<file path="src/rtl/mem_access_stage.sv">
// MEM-stage load/store unit: issues one req/ack data-memory transaction per
// load or store, stalls the pipeline while it is outstanding, aligns and
// extends load data, and flags misaligned/illegal accesses and bus timeouts.
module mem_access_stage #(
  parameter int TIMEOUT = 16
) (
  input  logic        clk,
  input  logic        rst,
  input  logic        memReadM,
  input  logic        memWriteM,
  input  logic [1:0]  memSizeM,
  input  logic        memSignedM,
  input  logic [31:0] aluOutM,
  input  logic [31:0] writeDataM,
  output logic        dmem_req,
  output logic        dmem_we,
  output logic [31:0] dmem_addr,
  output logic [3:0]  dmem_be,
  output logic [31:0] dmem_wdata,
  input  logic [31:0] dmem_rdata,
  input  logic        dmem_ack,
  output logic [31:0] readDataM,
  output logic        stallM,
  output logic        addrErrM,
  output logic        busErrM
);

  localparam int CW = (TIMEOUT > 2) ? $clog2(TIMEOUT) : 1;
  localparam logic [CW-1:0] CNT_LAST = CW'(TIMEOUT - 1);

  typedef enum logic [1:0] {
    IDLE = 2'd0,
    REQ  = 2'd1,
    DONE = 2'd2
  } state_t;

  state_t         state_r;
  logic [CW-1:0]  cnt_r;
  logic [1:0]     size_r;
  logic           signed_r;
  logic [1:0]     off_r;
  logic           is_load_r;
  logic           mem_op_s;
  logic           access_s;
  logic           addr_err_s;
  logic           stall_s;

  // Byte-lane enables for a given size and byte offset.
  function automatic logic [3:0] calc_be(input logic [1:0] size, input logic [1:0] off);
    logic [3:0] be;
    case (size)
      2'b00:   be = 4'b0001 << off;
      2'b01:   be = off[1] ? 4'b1100 : 4'b0011;
      2'b10:   be = 4'b1111;
      default: be = 4'b0000;
    endcase
    return be;
  endfunction

  // Replicate right-justified store data across every lane of its size.
  function automatic logic [31:0] calc_wdata(input logic [1:0] size, input logic [31:0] wd);
    logic [31:0] d;
    case (size)
      2'b00:   d = {4{wd[7:0]}};
      2'b01:   d = {2{wd[15:0]}};
      default: d = wd;
    endcase
    return d;
  endfunction

  // Little-endian lane extraction followed by sign or zero extension.
  function automatic logic [31:0] extract(input logic [31:0] rdata, input logic [1:0] size,
                                          input logic [1:0] off, input logic sgn);
    logic [31:0] sh;
    logic [31:0] d;
    case (size)
      2'b00: begin
        sh = rdata >> {off, 3'b000};
        d  = {{24{sgn & sh[7]}}, sh[7:0]};
      end
      2'b01: begin
        sh = rdata >> {off[1], 4'b0000};
        d  = {{16{sgn & sh[15]}}, sh[15:0]};
      end
      default: begin
        sh = rdata;
        d  = rdata;
      end
    endcase
    return d;
  endfunction

  assign mem_op_s = memReadM | memWriteM;
  assign access_s = mem_op_s & ~addr_err_s;
  assign addrErrM = addr_err_s;
  assign stallM   = stall_s;

  // Alignment and size legality check of the access currently in MEM.
  always_comb begin
    addr_err_s = 1'b0;
    if (mem_op_s) begin
      addr_err_s = (memSizeM == 2'b11) ||
                   ((memSizeM == 2'b01) && aluOutM[0]) ||
                   ((memSizeM == 2'b10) && (aluOutM[1:0] != 2'b00));
    end else begin
      addr_err_s = 1'b0;
    end
  end

  // Pipeline stall: held from the issuing IDLE cycle through REQ, released in DONE.
  always_comb begin
    stall_s = 1'b0;
    if (rst) begin
      stall_s = 1'b0;
    end else begin
      case (state_r)
        IDLE:    stall_s = access_s;
        REQ:     stall_s = 1'b1;
        DONE:    stall_s = 1'b0;
        default: stall_s = 1'b0;
      endcase
    end
  end

  // Transaction FSM with registered bus-side and pipeline-side outputs.
  always_ff @(posedge clk) begin
    if (rst) begin
      state_r    <= IDLE;
      cnt_r      <= '0;
      size_r     <= 2'b00;
      signed_r   <= 1'b0;
      off_r      <= 2'b00;
      is_load_r  <= 1'b0;
      dmem_req   <= 1'b0;
      dmem_we    <= 1'b0;
      dmem_addr  <= 32'h0000_0000;
      dmem_be    <= 4'b0000;
      dmem_wdata <= 32'h0000_0000;
      readDataM  <= 32'h0000_0000;
      busErrM    <= 1'b0;
    end else begin
      case (state_r)
        IDLE: begin
          busErrM <= 1'b0;
          if (access_s) begin
            dmem_req   <= 1'b1;
            // A load takes priority if both strobes are ever set.
            dmem_we    <= ~memReadM & memWriteM;
            dmem_addr  <= {aluOutM[31:2], 2'b00};
            dmem_be    <= calc_be(memSizeM, aluOutM[1:0]);
            dmem_wdata <= calc_wdata(memSizeM, writeDataM);
            size_r     <= memSizeM;
            signed_r   <= memSignedM;
            off_r      <= aluOutM[1:0];
            is_load_r  <= memReadM;
            cnt_r      <= '0;
            state_r    <= REQ;
          end
        end
        REQ: begin
          if (dmem_ack) begin
            // An ack coinciding with the last allowed cycle still completes cleanly.
            dmem_req <= 1'b0;
            if (is_load_r) begin
              readDataM <= extract(dmem_rdata, size_r, off_r, signed_r);
            end
            state_r <= DONE;
          end else if (cnt_r == CNT_LAST) begin
            dmem_req  <= 1'b0;
            busErrM   <= 1'b1;
            readDataM <= 32'h0000_0000;
            state_r   <= DONE;
          end else begin
            cnt_r <= cnt_r + CW'(1);
          end
        end
        DONE: begin
          busErrM <= 1'b0;
          state_r <= IDLE;
        end
        default: begin
          dmem_req <= 1'b0;
          busErrM  <= 1'b0;
          state_r  <= IDLE;
        end
      endcase
    end
  end

endmodule

</file>
<file path="config.mk">
export PLATFORM = sky130hd
export DESIGN_NAME = mem_access_stage
export DESIGN_NICKNAME = d
export VERILOG_FILES = /design/src/rtl/mem_access_stage.sv
export SDC_FILE = /design/constraint.sdc
export NUM_CORES = 1
export LEC_CHECK = 0
export CAP_MARGIN = 0
export CORE_MARGIN = 1
export CORE_UTILIZATION = 42
export CTS_BUF_LIST = sky130_fd_sc_hd__clkbuf_16
export DETAILED_ROUTE_END_ITERATION = 8
export PLACE_DENSITY = 0.87
export RECOVER_POWER = 50
export SLEW_MARGIN = 0
export SYNTH_ARGS = -nofsm -noshare
export SYNTH_HDL_FRONTEND = slang
export SYNTH_SLANG_ARGS = --single-unit
</file>
<file path="constraint.sdc">
create_clock -name clk -period 2 [get_ports clk]
set_input_delay 0.2 -clock clk [delete_from_list [all_inputs] [get_ports clk]]
set_output_delay 0.2 -clock clk [all_outputs]
set_load 0.005 [all_outputs]
</file>
==> summary.md, run 1 <==
| Metric | Value |
|---|---|
| Hold WC Path Type | `in2reg` |
| Hold depth | `3` |
| Clock Tree Buf Depth | `2` |
| Initial antenna violation count | `0` |
| Vias in the first global route | `5,000` |
| CP bufs+invs | `3` |
| Post-synth EDFFs | `0` |
| Crit path launch type | `input pin` |
| Final core utilization | `68.6%` |
| CP Capture Type | `primary output` |
| Max_slew headroom | `58.0%` |
| Asr flop ratio synth | `0%` |
| Synth cell types | `44` |
| Max Fclk | `0.522 GHz` |
| PwrDens | `819 nW/um^2` |
| Crit path max-delay family | `buffers and inverters` |
| Placer's final routability congestion estimate | `0.922` |
| Final setup viols | `0` |
| LEAKAGE | `3.11 nW` |
| Die Y | `109 microns` |
| Synth area leaders | `dfxtp_1 47%, nand2_1 13%, a21oi_1 7.5%` |
| N_diodes | `0` |
| Crit Path Class | `in2out` |
| Hold Vio Cnt, Final | `0` |
| CTS tree | `yes` |
| Post-route ant nets | `0` |
| Average routed wire per standard cell | `16.4 microns` |
| Clock transition at path regs | `0.05 ns` |
| Yosys warns | `0` |
| Clk Latency, worst-skew pair | `0.40 ns` |
| CP max stage cell | `clkdlybuf4s50_1` |
| Total chip power | `6.15 mW` |
| Hold path startpoint | `aluOutM[18]` |
| Max Cap Viol | `0` |
| H-tree depth | `4` |
| # DRC | `0` |
| Largest net degree at the start of global routing | `60` |
| Drt first pass iters | `5` |
| CP max stage delay | `0.54 ns` |
| CP most frequent cell | `clkdlybuf4s50_1` |
| Die width | `109 microns` |
| Reg2Reg Depth | `4` |
| Outcome | `complete, no violations` |
| Vias/cell | `5.47` |
| WP data arrival | `1.72 ns` |
| Flop2flop setup slack | `0.23 ns` |
| Hold buffers post-CTS | `0` |
| Skew final | `0.00755 ns` |
| First-pass GRT wire length | `23.9 mm` |
| Initial DRC count | `287` |
| Synth top area share | `47.5%` |
| Worst VDD drop | `0.624 mV` |
| Die area | `11,800 sq um` |
| Hold slack | `0.342 ns` |
| Final Max Slew Viols | `0` |
| Area delta synth->final | `57.5%` |
| Seq/Total Area, Yosys | `47.5%` |
| Clk sinks | `113` |
| Mapped cell area | `4770 sq um` |
| Post-layout min period | `1.92 ns` |
| Most frequent cell after synthesis | `nand2_1` |
| Root buf cell | `clkbuf_16` |
| Mean Syn Cell Area | `8.19 sq um` |
| Worst Tran Pin Value | `0.629 ns` |
| IO buf count | `206` |
| Mapped Cells | `582` |
| Vias | `5,118` |
| Core footprint | `10,900 sq um` |
| Initial Utilization | `43.6%` |
| I/O pins | `209` |
| HPWL Detailed | `10.8 mm` |
| Row cnt | `38` |
| Aggregate global routing overflow | `0` |
| CP Cell Sequence | `clkdlybuf4s50_1 -> a21oi_1 -> buf_4 -> nor3_1 -> clkdlybuf4s50_1` |
| Nets | `889` |
| CTS Buf Count | `17` |
| Synthesized flop and latch total | `113` |
| Unrepaired setup endpoints after global routing | `false` |
| Most area-hungry cell type in the Yosys netlist | `dfxtp_1` |
| Critical Path RT | `1.80 ns` |
| Max FO, Critical Path | `4` |
| Commonest cells post-synth | `159 x nand2_1, 113 x dfxtp_1, 71 x a21oi_1` |
| Layout cell share with drive strength beyond 1 | `6.79%` |
| Tcrit/Tclk final | `95.8%` |
| Hold EP | `dmem_addr[18]` |
| FF-to-FF End | `readDataM[9]` |
| R2r startpoint | `off_r[1]` |
| Top_reg_cell synth | `dfxtp_1` |
| Tot GR Track Use | `26.4%` |
| WL final | `15.4 mm` |
==> routing by layer <==
metal	wire (microns)	track usage, %	up-vias
li1	-	-	2434
met1	5570	26.6	2400
met2	7730	46.8	241
met3	1530	11.2	43
met4	548	12.6	0
met5	0	0	-
==> worst register-to-register path, delay by kind of cell, from the launching register on <==
family / cells / cell delay (ns)
and+or+nand+nor: 1 / 0.08
muxes: 1 / 0.55
DFF: 1 / 0.45
AOI/OAI and AO/OA: 2 / 0.58
==> timing repair <==
item / in CTS / in global routing
resized for setup: 1 / 0
setup buffers: 0 / 0
hold endpoints to repair: 0 / 0
setup endpoints to repair: 1 / 0
==> power by group <==
part / switching, mW / internal, mW
combinational: 0.469 / 0.505
sequential: 0.0668 / 2.38
clock: 0.960 / 1.77
==> state kept, by name, summed over array words and instances, names as in the netlist <==
register / flops
dmem_req: 1
cnt_r: 4
off_r: 2
signed_r: 1
is_load_r: 1
size_r: 2
state_r: 2
dmem_addr: 30
dmem_we: 1
busErrM: 1
dmem_wdata: 32
readDataM: 32
dmem_be: 4
==> through the flow <==
step	setup TNS [ns]	worst slack [ns]	instances	cell area [sq um]
after global routing	0	0.0314	935	7510
after detailed placement	-0.0372	-0.0372	905	7010
after floorplan	0	0.256	583	4770
after global placement	0	0.0188	905	7010
after CTS	0	0.0845	935	7540
final	0	0.0836	935	7510
==> how the worst max path moves through the flow <==
stage	startpoint	endpoint	slack (ns)	depth (start not counted)
global placement	aluOutM[0]	stallM	0.02	5
floorplan	off_r[1]	readDataM[22]	0.26	6
global route	memSizeM[0]	addrErrM	0.03	5
CTS	memSizeM[0]	addrErrM	0.08	5
finish	memSizeM[0]	addrErrM	0.08	5
detailed placement	aluOutM[0]	stallM	-0.04	5
==> kinds of logic after synthesis <==
logic type	synth area share, %
AO/OA/AOI/OAI	21.0
XOR/XNOR	0.368
other	0.0787
buffers and inverters	4.91
flip-flops	47.5
AND/OR/NAND/NOR	19.8
adder cells (fa/ha/maj)	0.262
multiplexers	6.09
==> cell type report <==
| type | instances | area, sq um |
|---|---|---|
| timing repair buffer | 227 | 2230 |
| tap | 140 | 175 |
| clock inverter | 13 | 106 |
| multi-input combinational | 420 | 2290 |
| clock buffer | 17 | 425 |
| fill | 851 | 3430 |
| inverter | 5 | 18.8 |
| sequential | 113 | 2260 |
==> cells in the final DEF, fill, tap and decap left out, drive strengths merged, types with 4 or more instances in the layout <==
master / n
a211oi: 11
a21oi: 71
a221o: 16
a311oi: 8
buf: 18
clkbuf: 21
clkdlybuf4s50: 108
clkinv: 8
dfxtp: 113
dlygate4sd3: 96
inv: 8
mux2i: 23
nand2: 159
nand2b: 4
nand3: 6
nor2: 34
nor3: 7
o21ai: 36
o221ai: 7
or3: 8
(Power assumes the default switching activity.)
==> inputs of run 2 (changes only) <==
--- a/config.mk
+++ b/config.mk
@@ -5,10 +5,12 @@
 export SDC_FILE = /design/constraint.sdc
 export NUM_CORES = 1
 export LEC_CHECK = 0
+export ABC_AREA = 1
 export CAP_MARGIN = 0
 export CORE_MARGIN = 1
-export CORE_UTILIZATION = 42
+export CORE_UTILIZATION = 43
 export CTS_BUF_LIST = sky130_fd_sc_hd__clkbuf_16
+export CTS_CLUSTER_SIZE = 30
 export DETAILED_ROUTE_END_ITERATION = 8
 export PLACE_DENSITY = 0.87
 export RECOVER_POWER = 50
==> summary.md, run 2 <==
| Metric | Value |
|---|---|
| Outcome | `complete, no violations (unchanged)` |
| Hold slack | `0.302 ns (was 0.342 ns)` |
| Most frequent cell after synthesis | `nand2_1 (unchanged)` |
| Sw frac | `26.7% (was 24.3%)` |
| CP max stage delay | `0.56 ns (was 0.54 ns)` |
| Die Y | `111 microns (was 109 microns)` |
| Max_slew headroom | `38.7% (was 58.0%)` |
| Buffer count from post-CTS setup fixing | `0 (unchanged)` |
| Layout cell share with drive strength beyond 1 | `9.05% (was 6.79%)` |
| Drt first pass iters | `7 (was 5)` |
| Skew final | `0.0122 ns (was 0.00755 ns)` |
| Biggest regs | `dmem_wdata: 32 flops, readDataM: 32 flops, dmem_addr: 30 flops (unchanged)` |
| Post-layout min period | `1.94 ns (was 1.92 ns)` |
| IO buf count | `206 (unchanged)` |
| Reg area | `2260 sq um (unchanged)` |
| Finished Layout Cells | `1,095 (was 935)` |
| Max FO, Critical Path | `3 (was 4)` |
| Root buf cell | `clkbuf_16 (unchanged)` |
| Critical Path RT | `1.80 ns (about the same)` |
| LEAKAGE | `3.32 nW (was 3.11 nW)` |
| Synth top area share | `44.5% (was 47.5%)` |
| Commonest cells after routing, fill and taps aside | `194 x nand2_1, 144 x nor2_1, 137 x clkdlybuf4s50_1 (was 159 x nand2_1, 113 x dfxtp_1, 108 x clkdlybuf4s50_1)` |
| Clk pwr share | `44.2% (was 44.4%)` |
| Tot GR Track Use | `27.0% (was 26.4%)` |
| Fillers | `919 (was 851)` |
| HPWL Detailed | `11.4 mm (was 10.8 mm)` |
| Mapped Cells | `738 (was 582)` |
| Clock Tree Buf Depth | `2 (unchanged)` |
| CP max stage cell | `clkdlybuf4s50_1 (unchanged)` |
| Clk Latency, worst-skew pair | `0.41 ns (was 0.40 ns)` |
| Reg2Reg Depth | `7 (was 4)` |
| Mapped cell area | `5090 sq um (was 4770 sq um)` |
| Seq/Total Area, Yosys | `44.5% (was 47.5%)` |
| Synthesized flop and latch total | `113 (unchanged)` |
| Most area-hungry cell type in the Yosys netlist | `dfxtp_1 (unchanged)` |
| I/O pins | `209 (unchanged)` |
| Clk sinks | `113 (unchanged)` |
| Vias | `5,607 (was 5,118)` |
| Worst VDD drop | `0.681 mV (was 0.624 mV)` |
| H-tree depth | `4 (unchanged)` |
| Nets | `1,043 (was 889)` |
| Crit. Startpoint | `state_r[1] (was memSizeM[0])` |
| Post-route ant nets | `0 (unchanged)` |
| FF-to-FF End | `dmem_wdata[22] (was readDataM[9])` |
| Post-synth EDFFs | `0 (unchanged)` |
| Max Cap Viol | `0 (unchanged)` |
| Crit path max-delay family | `buffers and inverters (unchanged)` |
| Placer's final routability congestion estimate | `0.881 (was 0.922)` |
| Die width | `111 microns (was 109 microns)` |
| Final setup viols | `0 (unchanged)` |
| Yosys warns | `0 (unchanged)` |
| CP Cell Sequence | `nor2_1 -> nand4_4 -> a21oi_1 -> clkdlybuf4s50_1 (was clkdlybuf4s50_1 -> a21oi_1 -> buf_4 -> nor3_1 -> clkdlybuf4s50_1)` |
| Multi-input gate area | `2510 sq um (was 2290 sq um)` |
| Hold path startpoint | `rst (was aluOutM[18])` |
| WP data arrival | `1.74 ns (was 1.72 ns)` |
| Final instance area | `7870 sq um (was 7510 sq um)` |
| Area after DPL | `7310 sq um (was 7010 sq um)` |
| Initial DRC count | `451 (was 287)` |
| Inst Count DP | `1,062 (was 905)` |
| Final Max Slew Viols | `0 (unchanged)` |
| Average routed wire per standard cell | `14.8 microns (was 16.4 microns)` |
| Hold WC Path Type | `in2reg (unchanged)` |
| CP Depth | `4 (was 5)` |
| Worst Tran Pin Value | `0.916 ns (was 0.629 ns)` |
| Crit Path Class | `reg2out (was in2out)` |
| P_sw | `1.75 mW (was 1.50 mW)` |
| R2r startpoint | `state_r[1] (was off_r[1])` |
| Flop2flop setup slack | `0.17 ns (was 0.23 ns)` |
| Largest net degree at the start of global routing | `70 (was 60)` |
| Mean Syn Cell Area | `6.89 sq um (was 8.19 sq um)` |
| Vias in the first global route | `5,384 (was 5,000)` |
| Die area | `12,300 sq um (was 11,800 sq um)` |
| Comb pwr share | `17.9% (was 15.8%)` |
| Synth cell types | `32 (was 44)` |
| Initial Utilization | `44.4% (was 43.6%)` |
| CP Capture Type | `primary output (unchanged)` |
| Crit path launch type | `flop (was input pin)` |
| Core footprint | `11,500 sq um (was 10,900 sq um)` |
| Vias/cell | `5.12 (was 5.47)` |
| First-pass GRT wire length | `26.6 mm (was 23.9 mm)` |
| Internal power | `4.80 mW (was 4.65 mW)` |
| Unrepaired setup endpoints after global routing | `false (unchanged)` |
| Synth area leaders | `dfxtp_1 44%, nand2_1 14%, nor2_1 11% (was dfxtp_1 47%, nand2_1 13%, a21oi_1 7.5%)` |
| WL final | `16.2 mm (was 15.4 mm)` |
| Row cnt | `39 (was 38)` |
| CTS Buf Count | `17 (unchanged)` |
| Hold Vio Cnt, Final | `0 (unchanged)` |
| CTS tree | `yes (unchanged)` |
| Tcrit/Tclk final | `96.8% (was 95.8%)` |
| Initial antenna violation count | `2 (was 0)` |
| Asr flop ratio synth | `0% (unchanged)` |
| Flop pwr share | `37.8% (was 39.8%)` |
| PwrDens | `832 nW/um^2 (was 819 nW/um^2)` |
| Top_reg_cell synth | `dfxtp_1 (unchanged)` |
| Clock transition at path regs | `0.05 ns (about the same)` |
| Crit path to | `stallM (was addrErrM)` |
| Max Fclk | `0.517 GHz (was 0.522 GHz)` |
| Area delta synth->final | `54.6% (was 57.5%)` |
| Aggregate global routing overflow | `0 (unchanged)` |
| Most common cell after layout, fill and taps aside | `nand2_1 (unchanged)` |
| CP bufs+invs | `1 (was 3)` |
| # DRC | `0 (unchanged)` |
| Commonest cells post-synth | `194 x nand2_1, 144 x nor2_1, 113 x dfxtp_1 (was 159 x nand2_1, 113 x dfxtp_1, 71 x a21oi_1)` |
[run 2: cell types whose count changed in the layout (fill, tap and decap cells not counted), moves of 10 or more]
cell / previous run / this run
a21oi_1: 71 / 53
a221o_1: 16 / 0
nand2_1: 159 / 194
nand2_2: 0 / 12
clkdlybuf4s50_1: 108 / 137
nand3_1: 6 / 29
nor2_1: 34 / 144
a211oi_1: 11 / 1
a21oi_2: 0 / 10
dlygate4sd3_1: 96 / 67
o21ai_0: 34 / 79
inv_1: 8 / 19
mux2i_1: 23 / 0
[run 2: what timing repair did]
item | CTS | global route
hold buffers | 0 | 0
endpoints found under the setup margin | 2 | 0
resized for setup | 3 | 0
[run 2: logic make-up after synthesis]
family | count (synthesis) | share of synthesized area, %
simple gates | 391 | 31.7
buf+inv | 71 | 6.54
compound gates | 161 | 17.0
fa+ha+maj | 1 | 0.246
other cells | 1 | 0.0737
flops | 113 | 44.5
[run 2: metal layers]
layer | up-vias | part of all wire [%] | global-route usage, %
li1 | 2776 | - | -
met1 | 2505 | 39 | 30.0
met2 | 275 | 47 | 45.5
met3 | 51 | 10 | 11.0
met4 | 0 | 3.6 | 10.9
met5 | - | 0 | 0
[run 2: area by class of cell]
class	instances	share of cell area, %
multi-input cells	555	31.9
flip-flops and latches	113	28.8
repair buffers	227	28.6
clock buffers	17	5.41
well taps	143	2.27
clock inverters	14	1.80
inverters	24	1.21
diodes	2	0.0636
[run 2: worst min path at each step]
stage,endpoint,slack (ns),cells after the start
after global routing,dmem_we,0.29,3
final,dmem_we,0.30,3
after detailed placement,readDataM[18],0.46,2
after floorplan,dmem_wdata[0],0.34,2
after global placement,dmem_wdata[3],0.45,2
after CTS,dmem_we,0.29,3
[run 2: per-stage QoR]
stage | power (mW) | setup TNS, ns | setup slack [ns] | utilization (%)
global placement | 3.71 | -0.00573 | -0.00573 | 63.7
detailed placement | 3.72 | -0.693 | -0.0770 | 63.7
floorplan | 3.08 | 0 | 0.621 | -
global route | 6.82 | 0 | 0.00818 | 68.6
CTS | 6.61 | 0 | 0.0582 | 68.7
finish | 6.55 | 0 | 0.0649 | 68.6
[run 2: worst register-to-register path: cells and delay by family, from the launching register on]
| family | cells | cell delay [ns] |
|---|---|---|
| DFF | 1 | 0.31 |
| buffers and inverters | 3 | 0.85 |
| AOI/OAI and AO/OA | 2 | 0.29 |
| and+or+nand+nor | 2 | 0.33 |
[run 2: power by group through the flow]
stage	Sequential, mW	Clock (mW)	Combinational (mW)
final	2.48	2.89	1.17
after global routing	2.50	3.03	1.29
after CTS	2.48	2.92	1.21
after detailed placement	2.53	0	1.20
after global placement	2.52	0	1.19
after floorplan	2.53	0	0.556
==> inputs of run 3 (changes only) <==
--- a/config.mk
+++ b/config.mk
@@ -8,11 +8,11 @@
 export ABC_AREA = 1
 export CAP_MARGIN = 0
 export CORE_MARGIN = 1
-export CORE_UTILIZATION = 43
+export CORE_UTILIZATION = 40
 export CTS_BUF_LIST = sky130_fd_sc_hd__clkbuf_16
 export CTS_CLUSTER_SIZE = 30
 export DETAILED_ROUTE_END_ITERATION = 8
-export PLACE_DENSITY = 0.87
+export PLACE_DENSITY = 0.82
 export RECOVER_POWER = 50
 export SLEW_MARGIN = 0
 export SYNTH_ARGS = -nofsm -noshare
==> constraint.sdc (replaced) <==
create_clock -name clk -period 2.34 [get_ports clk]
set_input_delay 0.234 -clock clk [delete_from_list [all_inputs] [get_ports clk]]
set_output_delay 0.234 -clock clk [all_outputs]
set_load 0.005 [all_outputs]
==> summary.md, run 3 (same netlist as run 2, synthesis figures left out) <==
| Metric | Value |
|---|---|
| Reg area | `2260 sq um (unchanged)` |
| Commonest cells after routing, fill and taps aside | `194 x nand2_1, 144 x nor2_1, 113 x dfxtp_1 (was 194 x nand2_1, 144 x nor2_1, 137 x clkdlybuf4s50_1)` |
| CP Capture Type | `primary output (unchanged)` |
| Initial Utilization | `41.7% (was 44.4%)` |
| WP data arrival | `1.93 ns (was 1.74 ns)` |
| Crit path max-delay family | `buffers and inverters (unchanged)` |
| Nets | `1,036 (was 1,043)` |
| Row cnt | `40 (was 39)` |
| Final worst slack | `0.174 ns (was 0.0649 ns)` |
| H-tree depth | `4 (unchanged)` |
| PostCTS Resize Cnt | `0 (was 3)` |
| Hold Vio Cnt, Final | `0 (unchanged)` |
| Inst Count DP | `1,080 (was 1,062)` |
| Root buf cell | `clkbuf_16 (unchanged)` |
| CTS Buf Count | `17 (unchanged)` |
| Drt first pass iters | `6 (was 7)` |
| Die Y | `115 microns (was 111 microns)` |
| Average routed wire per standard cell | `14.7 microns (was 14.8 microns)` |
| Die width | `115 microns (was 111 microns)` |
| TNS Setup | `0 ns (unchanged)` |
| CP max stage delay | `0.59 ns (was 0.56 ns)` |
| Buffer count from post-CTS setup fixing | `0 (unchanged)` |
| Max Cap Viol | `0 (unchanged)` |
| Core footprint | `12,200 sq um (was 11,500 sq um)` |
| Max FO, Critical Path | `3 (unchanged)` |
| Hold buffers post-CTS | `0 (unchanged)` |
| CP bufs+invs | `2 (was 1)` |
| Dpl ws | `0.0967 ns (was -0.0770 ns)` |
| # DRC | `0 (unchanged)` |
| I/O pins | `209 (unchanged)` |
| FF-to-FF End | `dmem_wdata[23] (was dmem_wdata[22])` |
| Initial antenna violation count | `0 (was 2)` |
| N_diodes | `0 (was 2)` |
| CP Cell Sequence | `clkdlybuf4s50_1 -> o21ai_1 -> nand4_4 -> a21oi_1 -> clkdlybuf4s50_1 (was nor2_1 -> nand4_4 -> a21oi_1 -> clkdlybuf4s50_1)` |
| Finished Layout Cells | `1,109 (was 1,095)` |
| Final core utilization | `63.8% (was 68.6%)` |
| Die area | `13,200 sq um (was 12,300 sq um)` |
| Max Fclk | `0.462 GHz` |
| Vias | `5,528 (was 5,607)` |
| Largest net degree at the start of global routing | `70 (unchanged)` |
| PwrDens | `700 nW/um^2 (was 832 nW/um^2)` |
| HPWL Detailed | `11.5 mm (was 11.4 mm)` |
| Hold WC Path Type | `in2reg (unchanged)` |
| Area delta synth->final | `53.0% (was 54.6%)` |
| Crit Path Class | `in2out (was reg2out)` |
| Final setup viols | `0 (unchanged)` |
| Most common cell after layout, fill and taps aside | `nand2_1 (unchanged)` |
| Unrepaired setup endpoints after global routing | `false (unchanged)` |
| Hold depth | `2 (was 3)` |
| Placer's final routability congestion estimate | `0.822 (was 0.881)` |
| Reg2Reg Depth | `7 (unchanged)` |
| Hold EP | `dmem_we (unchanged)` |
| Clk sinks | `113 (unchanged)` |
| Multi-input gate area | `2500 sq um (was 2510 sq um)` |
| Skew final | `0.00601 ns (was 0.0122 ns)` |
| Layout cell share with drive strength beyond 1 | `7.76% (was 9.05%)` |
| Post-layout min period | `2.17 ns` |
| Crit path launch type | `input pin (was flop)` |
| CTS tree | `yes (unchanged)` |
| CP max stage cell | `clkdlybuf4s50_1 (unchanged)` |
| Tcrit/Tclk final | `92.6%` |
| Vias in the first global route | `5,152 (was 5,384)` |
| Tot GR Track Use | `25.6% (was 27.0%)` |
| Initial DRC count | `478 (was 451)` |
| Fillers | `1,138 (was 919)` |
| IO buf count | `206 (unchanged)` |
| Flop2flop setup slack | `0.29 ns (was 0.17 ns)` |
| Clk Latency, worst-skew pair | `0.41 ns (about the same)` |
| Outcome | `complete, no violations (unchanged)` |
| WL final | `16.3 mm (was 16.2 mm)` |
| LEAKAGE | `3.40 nW (was 3.32 nW)` |
| Aggregate global routing overflow | `0 (unchanged)` |
| Critical Path RT | `2.11 ns (was 1.80 ns)` |
| Biggest regs | `dmem_wdata: 32 flops, readDataM: 32 flops, dmem_addr: 30 flops (unchanged)` |
| CP most frequent cell | `clkdlybuf4s50_1` |
| Final Max Slew Viols | `0 (unchanged)` |
| Worst Tran Pin Value | `0.921 ns (was 0.916 ns)` |
| Hold path startpoint | `rst (unchanged)` |
| Post-route ant nets | `0 (unchanged)` |
| Vias/cell | `4.98 (was 5.12)` |
| Clock transition at path regs | `0.05 ns (about the same)` |
| Hold slack | `0.245 ns (was 0.302 ns)` |
| Max_slew headroom | `38.5% (was 38.7%)` |
| Clock Tree Buf Depth | `2 (unchanged)` |
| First-pass GRT wire length | `25.7 mm (was 26.6 mm)` |
| Worst VDD drop | `0.478 mV (was 0.681 mV)` |
| R2r startpoint | `state_r[1] (unchanged)` |
## run 3: cell count changes in the layout (fill, tap and decap cells not counted), sizes merged
cell / change
clkdlybuf4s50: -28
inv: +2
dlygate4sd3: +29
diode: -2
clkinvlp: -8
clkbuf: -1
dlygate4sd2: -1
clkinv: +4
buf: -6
## run 3: per-layer routing
metal  part of all wire, %  track usage [%]  vias up
li1                      -                -     2761
met1                    38             27.9     2481
met2                    49             43.4      246
met3                    11             10.5       40
met4                   3.2             12.0        0
met5                     0                0        -
## run 3: area by class of cell
| cell class | count | area share, % |
|---|---|---|
| Tap cell | 168 | 2.70 |
| Multi-Input combinational cell | 555 | 32.2 |
| Clock buffer | 17 | 5.46 |
| Inverter | 24 | 1.22 |
| Sequential cell | 113 | 29.1 |
| Clock inverter | 12 | 1.33 |
| Timing Repair Buffer | 220 | 28.1 |
## run 3: power by group
group / total (mW) / switching [mW] / internal, mW
Clock: 2.36 / 0.847 / 1.51
Sequential: 2.12 / 0.0654 / 2.05
Combinational: 0.978 / 0.500 / 0.478
Total: 5.45 / 1.41 / 4.04
## run 3: worst max-delay path by stage
| stage | start | endpoint | cells after the start |
|---|---|---|---|
| finish | memSizeM[1] | stallM | 5 |
| global route | aluOutM[0] | dmem_wdata[20] | 8 |
| detailed placement | memSizeM[1] | dmem_wdata[24] | 7 |
| floorplan | cnt_r[0] | readDataM[22] | 7 |
| CTS | aluOutM[0] | stallM | 5 |
| global placement | aluOutM[0] | stallM | 5 |
## run 3: worst reg2reg max path: stages (launching register included)
cell and delay [ns]:
dfxtp_1 0.31, nor2_1 0.23, nand4_4 0.13, clkbuf_2 0.42, inv_1 0.37, buf_12 0.25
o21ai_0 0.14, o21ai_1 0.13
## run 3: through the flow
step	power (mW)	area, sq um
finish	5.45	7790
global route	5.70	7790
CTS	5.53	7790
detailed placement	3.17	7260
global placement	3.16	7260
floorplan	2.63	5090
